<file path="src/rtl/router_pkg.sv">
// Shared definitions for the router packet transmitter and its helpers:
// default byte width, FSM state encoding, header field layout and the
// command legality rule.
package router_pkg;

   localparam int DATA_W_DEF = 8;

   // Header layout: {payload_len, dest_addr} with the address in the low bits.
   localparam int ADDR_LSB = 0;
   localparam int ADDR_W   = 2;
   localparam int LEN_LSB  = ADDR_LSB + ADDR_W;

   // Router has three output ports; address 3 does not exist.
   localparam logic [ADDR_W-1:0] ADDR_ILLEGAL = 2'b11;

   typedef enum logic [2:0] {
      S_IDLE       = 3'd0,
      S_HEADER     = 3'd1,
      S_PAYLOAD    = 3'd2,
      S_PARITY     = 3'd3,
      S_WAIT_CHECK = 3'd4,
      S_DONE       = 3'd5
   } tx_state_e;

   // A command is legal when it targets a real port and carries payload.
   function automatic logic cmd_is_legal(input logic [ADDR_W-1:0] addr,
                                         input logic              len_nonzero);
      return (addr != ADDR_ILLEGAL) && len_nonzero;
   endfunction

endpackage

</file>
<file path="src/rtl/router_pkt_tx_if.sv">
// Signal bundle between the packet transmitter (master) and its environment
// (slave): command port, FWFT payload buffer port and router input port.
//
// Handshakes:
//   command : start is taken at a posedge where tx_ready=1; the result is
//             either the header on data_out one cycle later or a one-cycle
//             cmd_reject pulse.
//   router  : data_out/pkt_valid are held stable until a posedge with busy=0,
//             which accepts the byte; the next byte appears after that edge.
//   buffer  : pld_data is the buffer head; pld_rd=1 during a cycle means the
//             head is consumed at the next posedge.
interface router_pkt_tx_if #(
   parameter int DATA_W = router_pkg::DATA_W_DEF
);

   // command port
   logic                   start;
   logic [1:0]             dest_addr;
   logic [DATA_W-3:0]      payload_len;
   logic                   inject_err;
   logic                   tx_ready;
   logic                   tx_done;
   logic                   tx_err;
   logic                   cmd_reject;

   // payload buffer port
   logic [DATA_W-1:0]      pld_data;
   logic                   pld_rd;

   // router input port
   logic                   busy;
   logic                   err;
   logic [DATA_W-1:0]      data_out;
   logic                   pkt_valid;

   // FSM state for debug/observation
   router_pkg::tx_state_e  state_dbg;

   modport master (
      input  start, dest_addr, payload_len, inject_err,
      input  pld_data, busy, err,
      output tx_ready, tx_done, tx_err, cmd_reject,
      output pld_rd, data_out, pkt_valid, state_dbg
   );

   modport slave (
      output start, dest_addr, payload_len, inject_err,
      output pld_data, busy, err,
      input  tx_ready, tx_done, tx_err, cmd_reject,
      input  pld_rd, data_out, pkt_valid, state_dbg
   );

endinterface

</file>
<file path="src/rtl/router_parity_gen.sv">
// Byte-wide XOR accumulator: clear to zero, load a seed byte, or fold in a
// byte. Clear wins over load, load wins over xor. Shared with the router-side
// parity checker.
module router_parity_gen
   import router_pkg::*;
#(
   parameter int W = DATA_W_DEF
) (
   input  logic         clock,
   input  logic         resetn,
   input  logic         clear,
   input  logic         load,
   input  logic         xor_en,
   input  logic [W-1:0] din,
   output logic [W-1:0] parity
);

   logic [W-1:0] parity_q;
   logic [W-1:0] parity_d;

   // Next accumulator value from the priority-ordered controls.
   always_comb begin
      parity_d = parity_q;
      if (clear) begin
         parity_d = '0;
      end else if (load) begin
         parity_d = din;
      end else if (xor_en) begin
         parity_d = parity_q ^ din;
      end
   end

   // Accumulator register.
   always_ff @(posedge clock or negedge resetn) begin
      if (!resetn) begin
         parity_q <= '0;
      end else begin
         parity_q <= parity_d;
      end
   end

   assign parity = parity_q;

endmodule

</file>
<file path="src/rtl/router_pkt_tx.sv">
// Source-side packet transmitter for the 1x3 router input port. Sends
// header -> payload bytes -> parity byte, stalling on router busy, then waits
// a few cycles and samples the router error flag to report packet status.
module router_pkt_tx
   import router_pkg::*;
#(
   parameter int DATA_W       = DATA_W_DEF,
   parameter int CHECK_CYCLES = 3
) (
   input  logic            clock,
   input  logic            resetn,
   router_pkt_tx_if.master bus
);

   localparam int LEN_W  = DATA_W - LEN_LSB;
   localparam int WAIT_W = (CHECK_CYCLES > 1) ? $clog2(CHECK_CYCLES) : 1;
   localparam logic [WAIT_W-1:0] WAIT_LAST = WAIT_W'(CHECK_CYCLES - 1);

   tx_state_e          state_q,      state_d;
   logic [DATA_W-1:0]  data_out_q,   data_out_d;
   logic               pkt_valid_q,  pkt_valid_d;
   logic               tx_ready_q,   tx_ready_d;
   logic               tx_done_q,    tx_done_d;
   logic               tx_err_q,     tx_err_d;
   logic               cmd_reject_q, cmd_reject_d;
   logic [LEN_W-1:0]   len_q,        len_d;
   logic               inject_q,     inject_d;
   logic [LEN_W-1:0]   cnt_q,        cnt_d;
   logic [WAIT_W-1:0]  wait_cnt_q,   wait_cnt_d;

   logic [DATA_W-1:0]  hdr;
   logic [DATA_W-1:0]  parity;
   logic [DATA_W-1:0]  par_din;
   logic               par_clear;
   logic               par_load;
   logic               par_xor;
   logic               pld_rd;

   // Running parity over header and payload bytes.
   router_parity_gen #(
      .W (DATA_W)
   ) u_parity (
      .clock  (clock),
      .resetn (resetn),
      .clear  (par_clear),
      .load   (par_load),
      .xor_en (par_xor),
      .din    (par_din),
      .parity (parity)
   );

   // Header byte built straight from the command inputs; once loaded into
   // data_out it stays there until accepted, so the address needs no copy.
   always_comb begin
      hdr = '0;
      hdr[ADDR_LSB +: ADDR_W] = bus.dest_addr;
      hdr[LEN_LSB  +: LEN_W]  = bus.payload_len;
   end

   // Next-state and next-output logic for the packet FSM.
   always_comb begin
      state_d      = state_q;
      data_out_d   = data_out_q;
      pkt_valid_d  = pkt_valid_q;
      tx_done_d    = 1'b0;
      tx_err_d     = tx_err_q;
      cmd_reject_d = 1'b0;
      len_d        = len_q;
      inject_d     = inject_q;
      cnt_d        = cnt_q;
      wait_cnt_d   = wait_cnt_q;
      pld_rd       = 1'b0;
      par_clear    = 1'b0;
      par_load     = 1'b0;
      par_xor      = 1'b0;
      par_din      = bus.pld_data;

      case (state_q)
         S_IDLE: begin
            // tx_ready_q is low for the first cycle after reset release.
            if (bus.start && tx_ready_q) begin
               if (cmd_is_legal(bus.dest_addr, |bus.payload_len)) begin
                  state_d     = S_HEADER;
                  len_d       = bus.payload_len;
                  inject_d    = bus.inject_err;
                  cnt_d       = '0;
                  data_out_d  = hdr;
                  pkt_valid_d = 1'b1;
                  tx_err_d    = 1'b0;
                  par_load    = 1'b1;
                  par_din     = hdr;
               end else begin
                  cmd_reject_d = 1'b1;
               end
            end
         end

         S_HEADER, S_PAYLOAD: begin
            if (!bus.busy) begin
               if (cnt_q < len_q) begin
                  // Pop the buffer head at the same edge that captures it.
                  data_out_d = bus.pld_data;
                  pld_rd     = 1'b1;
                  par_xor    = 1'b1;
                  cnt_d      = cnt_q + LEN_W'(1);
                  state_d    = S_PAYLOAD;
               end else begin
                  // Accumulator already includes the last payload byte.
                  data_out_d  = parity ^ {{(DATA_W-1){1'b0}}, inject_q};
                  pkt_valid_d = 1'b0;
                  state_d     = S_PARITY;
               end
            end
         end

         S_PARITY: begin
            if (!bus.busy) begin
               data_out_d = '0;
               wait_cnt_d = '0;
               state_d    = S_WAIT_CHECK;
            end
         end

         S_WAIT_CHECK: begin
            // Give the router time to raise its error flag.
            if (wait_cnt_q == WAIT_LAST) begin
               state_d = S_DONE;
            end else begin
               wait_cnt_d = wait_cnt_q + WAIT_W'(1);
            end
         end

         S_DONE: begin
            tx_done_d = 1'b1;
            tx_err_d  = bus.err;
            par_clear = 1'b1;
            state_d   = S_IDLE;
         end

         default: begin
            state_d = S_IDLE;
         end
      endcase

      tx_ready_d = (state_d == S_IDLE);
   end

   // All FSM state, counters and registered outputs.
   always_ff @(posedge clock or negedge resetn) begin
      if (!resetn) begin
         state_q      <= S_IDLE;
         data_out_q   <= '0;
         pkt_valid_q  <= 1'b0;
         tx_ready_q   <= 1'b0;
         tx_done_q    <= 1'b0;
         tx_err_q     <= 1'b0;
         cmd_reject_q <= 1'b0;
         len_q        <= '0;
         inject_q     <= 1'b0;
         cnt_q        <= '0;
         wait_cnt_q   <= '0;
      end else begin
         state_q      <= state_d;
         data_out_q   <= data_out_d;
         pkt_valid_q  <= pkt_valid_d;
         tx_ready_q   <= tx_ready_d;
         tx_done_q    <= tx_done_d;
         tx_err_q     <= tx_err_d;
         cmd_reject_q <= cmd_reject_d;
         len_q        <= len_d;
         inject_q     <= inject_d;
         cnt_q        <= cnt_d;
         wait_cnt_q   <= wait_cnt_d;
      end
   end

   assign bus.data_out   = data_out_q;
   assign bus.pkt_valid  = pkt_valid_q;
   assign bus.tx_ready   = tx_ready_q;
   assign bus.tx_done    = tx_done_q;
   assign bus.tx_err     = tx_err_q;
   assign bus.cmd_reject = cmd_reject_q;
   assign bus.pld_rd     = pld_rd;
   assign bus.state_dbg  = state_q;

endmodule
</file>
<file path="src/flat_wrapper.sv">
// flat-port wrapper written by rule: the top's interface ports become plain ports
module router_pkt_tx_flat import router_pkg::*;
#(
   parameter int DATA_W       = DATA_W_DEF,
   parameter int CHECK_CYCLES = 3
)
  (clock, resetn, bus_start, bus_dest_addr, bus_payload_len, bus_inject_err, bus_pld_data, bus_busy, bus_err, bus_tx_ready, bus_tx_done, bus_tx_err, bus_cmd_reject, bus_pld_rd, bus_data_out, bus_pkt_valid, bus_state_dbg);
  router_pkt_tx_if #(.DATA_W(DATA_W)) bus_i ();
  input  logic clock;
  input  logic resetn;
  input wire logic [$bits(bus_i.start)-1:0] bus_start;
  input wire logic [$bits(bus_i.dest_addr)-1:0] bus_dest_addr;
  input wire logic [$bits(bus_i.payload_len)-1:0] bus_payload_len;
  input wire logic [$bits(bus_i.inject_err)-1:0] bus_inject_err;
  input wire logic [$bits(bus_i.pld_data)-1:0] bus_pld_data;
  input wire logic [$bits(bus_i.busy)-1:0] bus_busy;
  input wire logic [$bits(bus_i.err)-1:0] bus_err;
  output wire logic [$bits(bus_i.tx_ready)-1:0] bus_tx_ready;
  output wire logic [$bits(bus_i.tx_done)-1:0] bus_tx_done;
  output wire logic [$bits(bus_i.tx_err)-1:0] bus_tx_err;
  output wire logic [$bits(bus_i.cmd_reject)-1:0] bus_cmd_reject;
  output wire logic [$bits(bus_i.pld_rd)-1:0] bus_pld_rd;
  output wire logic [$bits(bus_i.data_out)-1:0] bus_data_out;
  output wire logic [$bits(bus_i.pkt_valid)-1:0] bus_pkt_valid;
  output wire logic [$bits(bus_i.state_dbg)-1:0] bus_state_dbg;
  assign bus_i.start = bus_start;
  assign bus_i.dest_addr = bus_dest_addr;
  assign bus_i.payload_len = bus_payload_len;
  assign bus_i.inject_err = bus_inject_err;
  assign bus_i.pld_data = bus_pld_data;
  assign bus_i.busy = bus_busy;
  assign bus_i.err = bus_err;
  assign bus_tx_ready = bus_i.tx_ready;
  assign bus_tx_done = bus_i.tx_done;
  assign bus_tx_err = bus_i.tx_err;
  assign bus_cmd_reject = bus_i.cmd_reject;
  assign bus_pld_rd = bus_i.pld_rd;
  assign bus_data_out = bus_i.data_out;
  assign bus_pkt_valid = bus_i.pkt_valid;
  assign bus_state_dbg = bus_i.state_dbg;
  router_pkt_tx #(.DATA_W(DATA_W), .CHECK_CYCLES(CHECK_CYCLES)) u_core (.clock(clock), .resetn(resetn), .bus(bus_i));
endmodule
</file>
<file path="config.mk">
export PLATFORM = sky130hd
export DESIGN_NAME = router_pkt_tx_flat
export DESIGN_NICKNAME = d
export VERILOG_FILES = /design/src/rtl/router_pkg.sv /design/src/rtl/router_pkt_tx_if.sv /design/src/rtl/router_parity_gen.sv /design/src/rtl/router_pkt_tx.sv /design/src/flat_wrapper.sv
export SDC_FILE = /design/constraint.sdc
export NUM_CORES = 1
export LEC_CHECK = 0
export ABC_AREA = 1
export CAP_MARGIN = 20
export CORE_MARGIN = 5
export CORE_UTILIZATION = 48
export CTS_BUF_LIST = sky130_fd_sc_hd__clkbuf_16
export CTS_CLUSTER_DIAMETER = 30
export CTS_CLUSTER_SIZE = 20
export DETAILED_ROUTE_END_ITERATION = 10
export PLACE_DENSITY_LB_ADDON = 0.2
export SETUP_SLACK_MARGIN = 0.2
export SYNTH_ARGS = -nofsm -noshare
export SYNTH_HDL_FRONTEND = slang
export SYNTH_SLANG_ARGS = --single-unit
</file>
<file path="constraint.sdc">
create_clock -name clock -period 1.7 [get_ports clock]
set_input_delay 0.255 -clock clock [delete_from_list [all_inputs] [get_ports clock]]
set_output_delay 0.255 -clock clock [all_outputs]
set_load 0.02 [all_outputs]
</file>
==> out/metrics.cfg, run 1 <==
[sta]
clock_skew_ns = 0.00528
max_freq_mhz = 505
rsz0062_at_grt = true
fin_ws_ns = -0.281
holdWs_ns = 0.0196
finalSetupViolCount = 25
slew_headroom = 0.662
hold_violations = 0
period_needed_ns = 1.98
tightest_slew_ns = 0.507
maxSlewViolCount = 0
finalCritPeriodShare = 1.17

[setup_path]
crit_arrival_ns = 1.73
crit_path_start_kind = flop
timing.rr.end = u_core.u_parity.parity[1]
r2r_start = u_core.cnt_q[5]
cp_data_required_time_ns = 1.44
end_kind = output pin
path_cells = inv_1 -> ha_4 -> nand2_4 -> inv_2 -> a21oi_4 -> nand2_4 -> nor2_4 -> nand2_4 -> clkinv_4 -> buf_6
crit_path_start = u_core.len_q[4]
worstRegToRegCells = 11
slowest_delay_ns = 0.38
slowest_stage = dfrtp_1
path_class = reg -> out
path_common_cell = nand2_4
cp_max_fo = 2
reg2reg_slack_ns = -0.18

[synthesis]
syn_inst = 299
avgSynthCellArea_um2 = 7.85
synthAdderAreaFrac = 0.0373
synthMuxAreaShare = 0
synth_top_family_by_area = simple AND/OR/NAND/NOR gates
synthesis.nets = 328
ys_ff_latch = 39
syn-cell-area_um2 = 2350
synth_cell_type_count = 31
synth_top_area_frac = 0.416
synth_area_leaders = dfrtp_1 42%, nand2_1 16%, nand3_1 6.6%, ha_1 3.7%, nand4_1 3.7%
synth-xor-area-share = 0.0373
synth_compound_area_frac = 0.0613
yosys.area.top_type = dfrtp_1
synthSimpleGateAreaFrac = 0.388
ys_seq_area_frac = 0.416
yosysWarnings = 0

[route]
drtIter0Drc = 315
wl_per_cell_um = 18.5
drc = 0
avgViaCountPerCell = 5.82
wirelength_mm = 8.62
antenna_left = 0
vias = 2706
first_pass_iters = 5

[pwr]
clkPwrFrac = 0.170
power_frac_seq = 0.215
p_leak_nw = 1.95
max-vdd-ir-drop_uv = 1030
netSwitchingFraction = 0.439
p_int_w = 0.00410
pwr-share-comb = 0.615
powerDensity_nw_per_um2 = 1900
power.switching_w = 0.00322

[placement]
place_inst = 443
placed_area_um2 = 3130
place_hpwl_mm = 4.52
port_buffers = 38
place_ws_ns = -0.465
globalplace.congestion = 0.907

[global_route]
antenna_found_initial = 0
grt_max_degree = 40
grt_usage = 0.241
gr-total-overflow = 0
grt_pass1_vias = 2500
grt_pass1_wl_mm = 12.0

[floorplanning]
die_width_um = 79.9
core-area_um2 = 4720
die_h_um = 79.9
rows = 25
dieArea_um2 = 6390
ios = 39
start_util = 0.497

[layout]
nFillCells = 274
fin_area_um2 = 3860
layout.nets = 426
diodes = 0
drive_above_1_share = 0.374
area_growth_pct = 64.3
post-route-util = 0.817
final_cells = 465

[clocking]
cts_tree = yes
clk_pin_slew_worst_paths_ns = 0.06
clk_latency_ns = 0.29
clock-sinks = 39
clock_path_buffers = 2
cts-root-buf = clkbuf_16
cts_max_level = 2
cts_buffers = 5

[run]
drv_cap = 0

[worst_hold_path]
hp-class = in -> async

[status]
outcome = finished with violations
violations = negative setup slack

## power groups by stage
stage / Sequential (W) / Combinational, W / Clock (W)
after global placement: 0.00152 / 0.00317 / 0
after CTS: 0.00153 / 0.00374 / 0.00124
final: 0.00157 / 0.00450 / 0.00125
after detailed placement: 0.00154 / 0.00324 / 0
after global routing: 0.00161 / 0.00484 / 0.00128
after floorplan: 0.00172 / 0.00181 / 0
## Yosys cell counts
cell type,number
a21boi_1,1
a21oi_1,10
a21oi_4,1
buf_2,2
buf_4,1
buf_6,2
dfrtp_1,39
ha_1,7
inv_1,20
inv_2,4
inv_4,2
nand2_1,103
nand2_2,6
nand2_4,1
nand2_8,1
nand3_1,31
nand3_2,1
nand3_4,1
nand3b_1,2
nand4_1,14
nor2_1,13
nor2_2,5
nor2_4,3
nor2_8,1
nor3_4,1
o21ai_0,8
o21ai_1,6
or2_1,1
or2_2,2
xnor2_1,2
xor2_1,8
## per-layer routing
metal	share of wire	global-route usage	vias up
li1	-	-	1178
met1	0.37	0.300	1263
met5	0	0	-
met3	0.088	0.0530	72
met2	0.48	0.404	193
met4	0.063	0.0963	0
## how the worst max path moves through the flow
stage	slack, ns	cells after the start	endpoint
6_report	-0.28	10	bus_pld_rd
5_1_grt	-0.35	10	bus_pld_rd
4_1_cts	-0.22	10	bus_pld_rd
3_5_place_dp	-0.46	9	bus_pld_rd
3_3_place_gp	-0.41	9	bus_pld_rd
2_1_floorplan	-0.11	9	bus_pld_rd
## timing repair
action                                  4_1_cts  5_1_grt
pin swaps                                    18       14
endpoints found under the setup margin       39       44
gates resized for setup                      56       66
cloned                                        2        2
hold buffers                                  0        0
buffers inserted                              5        5
## cell type report
class	instances	area, um^2	area share
multi-input combinational	230	1510	0.391
timing repair buffer	95	986	0.256
sequential	39	976	0.253
clock buffer	5	125	0.0324
inverter	26	110	0.0285
tap	67	83.8	0.0217
clock inverter	3	67.6	0.0175
## stage by stage
step	total power [W]	setup TNS [ns]
floorplan	0.00353	-0.173
global placement	0.00469	-0.791
detailed placement	0.00478	-1.30
CTS	0.00651	-0.267
global route	0.00774	-4.76
finish	0.00732	-2.72
## critical path, delay by kind of cell (launching register included)
family / cells / cell delay, ns
AO/OA/AOI/OAI: 1 / 0.18
adder cells (fa/ha/maj): 1 / 0.23
flip-flops: 1 / 0.38
buffers and inverters: 4 / 0.33
AND/OR/NAND/NOR: 4 / 0.32
## kinds of logic (layout without fill, tap and decap cells)
group / Yosys count / in the layout
buf+inv: 31 / 129
compound gates: 26 / 26
flops: 39 / 39
simple gates: 186 / 187
xor+xnor: 10 / 10
fa+ha+maj: 7 / 7
## registers in the layout (all words and copies together), names as in the netlist, 2 cells and up
| name | count |
|---|---|
| u_core.bus.data_out | 8 |
| u_core.u_parity.parity | 8 |
| u_core.cnt_q | 6 |
| u_core.len_q | 6 |
| u_core.bus.state_dbg | 3 |
| u_core.wait_cnt_q | 2 |
## placed cells by master (no fill, tap or decap), types with 8 or more instances in the layout
master            n
a21oi_1           9
nand3_1          18
nand4_1          14
nand2_2          16
buf_4            35
inv_2             8
nor2_4            8
clkdlybuf4s50_1  22
dfrtp_1          39
nor2_1            8
nand2_1          86
buf_6            13
xor2_1            8
inv_1            14
nand3_2          14
Note: power is estimated with default switching activity, not from simulation.
==> run 2: changes to the inputs <==
--- a/config.mk
+++ b/config.mk
@@ -13,6 +13,7 @@
 export CTS_CLUSTER_DIAMETER = 30
 export CTS_CLUSTER_SIZE = 20
 export DETAILED_ROUTE_END_ITERATION = 10
+export GPL_TIMING_DRIVEN = 0
 export PLACE_DENSITY_LB_ADDON = 0.2
 export SETUP_SLACK_MARGIN = 0.2
 export SYNTH_ARGS = -nofsm -noshare
==> run 2 against run 1 <==
  * The flow still finishes with violations (negative setup slack)
  * Hold slack gained 0.072 ns
  * Register-to-register slack lost 0.20 ns
  * Power shrank 8.7%
  * Final cell count shrank 4.9%
  * Clock skew grew 0.0030 ns
  * Worst setup slack lost 0.10 ns
  * Via count shrank 6.1%
  * Critical path depth is the same
==> out/metrics.cfg, run 2 (synthesis gave the netlist of run 1 again) <==
[layout]
final_cells = 442  ; -4.9%
area_growth_pct = 54.3
diodes = 0  ; unchanged
layout.nets = 403  ; -5.4%
post-route-util = 0.767  ; -0.0498
drive_above_1_share = 0.349  ; -0.0250
mostFrequentLayoutCells = 85 x nand2_1, 37 x dfrtp_1, 22 x buf_4
final_common_cell = nand2_1

[global_route]
grt_max_degree = 40  ; unchanged
grt_pass1_vias = 2328  ; -6.9%
grt_usage = 0.227  ; -0.0143
grt_pass1_wl_mm = 11.1  ; -7.1%
antenna_found_initial = 0  ; unchanged
gr-total-overflow = 0  ; unchanged

[floorplanning]
die_h_um = 79.9  ; unchanged
rows = 25  ; unchanged
start_util = 0.497  ; unchanged
core-area_um2 = 4720  ; unchanged
dieArea_um2 = 6390  ; unchanged
die_width_um = 79.9  ; unchanged
ios = 39  ; unchanged

[clocking]
cts_max_level = 2  ; unchanged
holdBufCountCts = 0  ; unchanged
cts-root-buf = clkbuf_16
cts_buffers = 5  ; unchanged
cts_tree = yes
clock_path_buffers = 2  ; unchanged
clock-sinks = 39  ; unchanged
clk_latency_ns = 0.29  ; about the same
clk_pin_slew_worst_paths_ns = 0.06  ; about the same

[pwr]
power.total_w = 0.00668  ; -8.7%
powerDensity_nw_per_um2 = 1840  ; -2.8%
p_leak_nw = 1.84  ; -5.7%
max-vdd-ir-drop_uv = 1230  ; +20%

[route]
wirelength_mm = 8.05  ; -6.6%
drc = 0  ; unchanged
first_pass_iters = 5  ; unchanged
drtIter0Drc = 311  ; -1.3%
antenna_left = 0  ; unchanged
vias = 2542  ; -6.1%
wl_per_cell_um = 18.2  ; -1.7%
avgViaCountPerCell = 5.75  ; -1.2%

[setup_path]
cp_max_fo = 3  ; +1
path_class = reg -> out
crit_arrival_ns = 1.83  ; +0.10 ns
end_kind = output pin
crit_path_start_kind = flop
cp_data_required_time_ns = 1.44  ; about the same

[sta]
finalSetupViolCount = 26  ; +4.0%
clock_skew_ns = 0.00826  ; +0.00298 ns
period_needed_ns = 2.08  ; +0.102 ns
holdWs_ns = 0.0912  ; +0.0716 ns
hold_violations = 0  ; unchanged
maxSlewViolCount = 0  ; unchanged
slew_headroom = 0.405  ; -0.257
fin_ws_ns = -0.383  ; -0.102 ns
tightest_slew_ns = 0.893  ; +0.386 ns
max_freq_mhz = 480  ; -4.9%
rsz0062_at_grt = true
finalCritPeriodShare = 1.23  ; +0.0602

[placement]
place_inst = 404  ; -8.8%
globalplace.congestion = 0.860  ; -5.2%
place_hpwl_mm = 4.11  ; -9.3%
port_buffers = 38  ; unchanged
place_ws_ns = -0.902  ; -0.437 ns

[status]
outcome = finished with violations
violations = negative setup slack

[run]
drv_cap = 0  ; unchanged

[worst_hold_path]
hp-class = in -> async

run 2: cell count changes in the layout (fill, tap and decap cells not counted), sizes merged:
cell           delta
buf              -21
bufbuf            -1
bufinv            -2
clkbuf            -2
clkdlybuf4s50     -1
clkinv            +3
clkinvlp          -1
dlygate4sd2       -1
dlymetal6s2s      +3
run 2: repair_timing:
item                       CTS  global route
gates resized for setup     42            68
setup endpoints to repair   33            42
buffers inserted            14            13
pin swaps                   14            27
gates cloned                 3             0
run 2: layout make-up:
type	instances	area (um^2)
Sequential cell	39	978
Clock buffer	5	125
Multi-Input combinational cell	230	1570
Fill cell	305	1100
Inverter	26	110
Tap cell	67	83.8
Clock inverter	3	11.3
Buffer	5	53.8
Timing Repair Buffer	67	688
run 2: final timing paths:
| kind | cells past startpoint | slack [ns] | startpoint | end |
|---|---|---|---|---|
| max | 10 | -0.38 | u_core.cnt_q[2] | bus_pld_rd |
| min | 1 | 0.09 | resetn | u_core.cnt_q[3] |
| max reg2reg | 13 | -0.38 | u_core.cnt_q[2] | u_core.bus.tx_ready |
| min reg2reg | 2 | 0.47 | u_core.bus.tx_err | u_core.bus.tx_err |
| max in group asynchronous | 1 | 0.99 | resetn | u_core.bus.state_dbg[1] |
| min in group clock | 2 | 0.47 | u_core.bus.tx_err | u_core.bus.tx_err |
run 2: critical path, stage by stage, from the launching register on:
cell and delay, ns:
dfrtp_2 0.43, ha_1 0.30, nand2_1 0.08, nor2_2 0.15, nand2_2 0.10, nand2_2 0.09, nor2_2 0.04, nand2_2 0.08
buf_8 0.11, clkinv_4 0.04, buf_6 0.12
run 2: per-stage QoR:
| step | setup TNS, ns | cell area, um^2 |
|---|---|---|
| after floorplan | -0.173 | 2350 |
| after global placement | -31.51 | 2820 |
| after detailed placement | -7.10 | 2810 |
| after CTS | -4.29 | 3260 |
| after global routing | -9.62 | 3620 |
| final | -7.79 | 3620 |
run 2: metal layers:
metal,GRT usage,part of all wire,routed length (um),up-vias
met5,0,0,0,-
met4,0.0828,0.044,358,0
met3,0.0542,0.072,576,48
met2,0.385,0.48,3870,146
met1,0.278,0.40,3240,1211
li1,-,-,-,1137
run 2: power by group:
group	switching [W]	total [W]	internal (W)
Clock	0.000372	0.000900	0.000528
Sequential	0.000332	0.00164	0.00131
Combinational	0.00247	0.00414	0.00167
Total	0.00317	0.00668	0.00351
==> run 3: changes to the inputs <==
--- a/config.mk
+++ b/config.mk
@@ -14,6 +14,7 @@
 export CTS_CLUSTER_SIZE = 20
 export DETAILED_ROUTE_END_ITERATION = 10
 export GPL_TIMING_DRIVEN = 0
+export HOLD_SLACK_MARGIN = 0.03
 export PLACE_DENSITY_LB_ADDON = 0.2
 export SETUP_SLACK_MARGIN = 0.2
 export SYNTH_ARGS = -nofsm -noshare
==> results of run 3 <==
No change in the layout: final DEF, timing and power equal those of run 2.
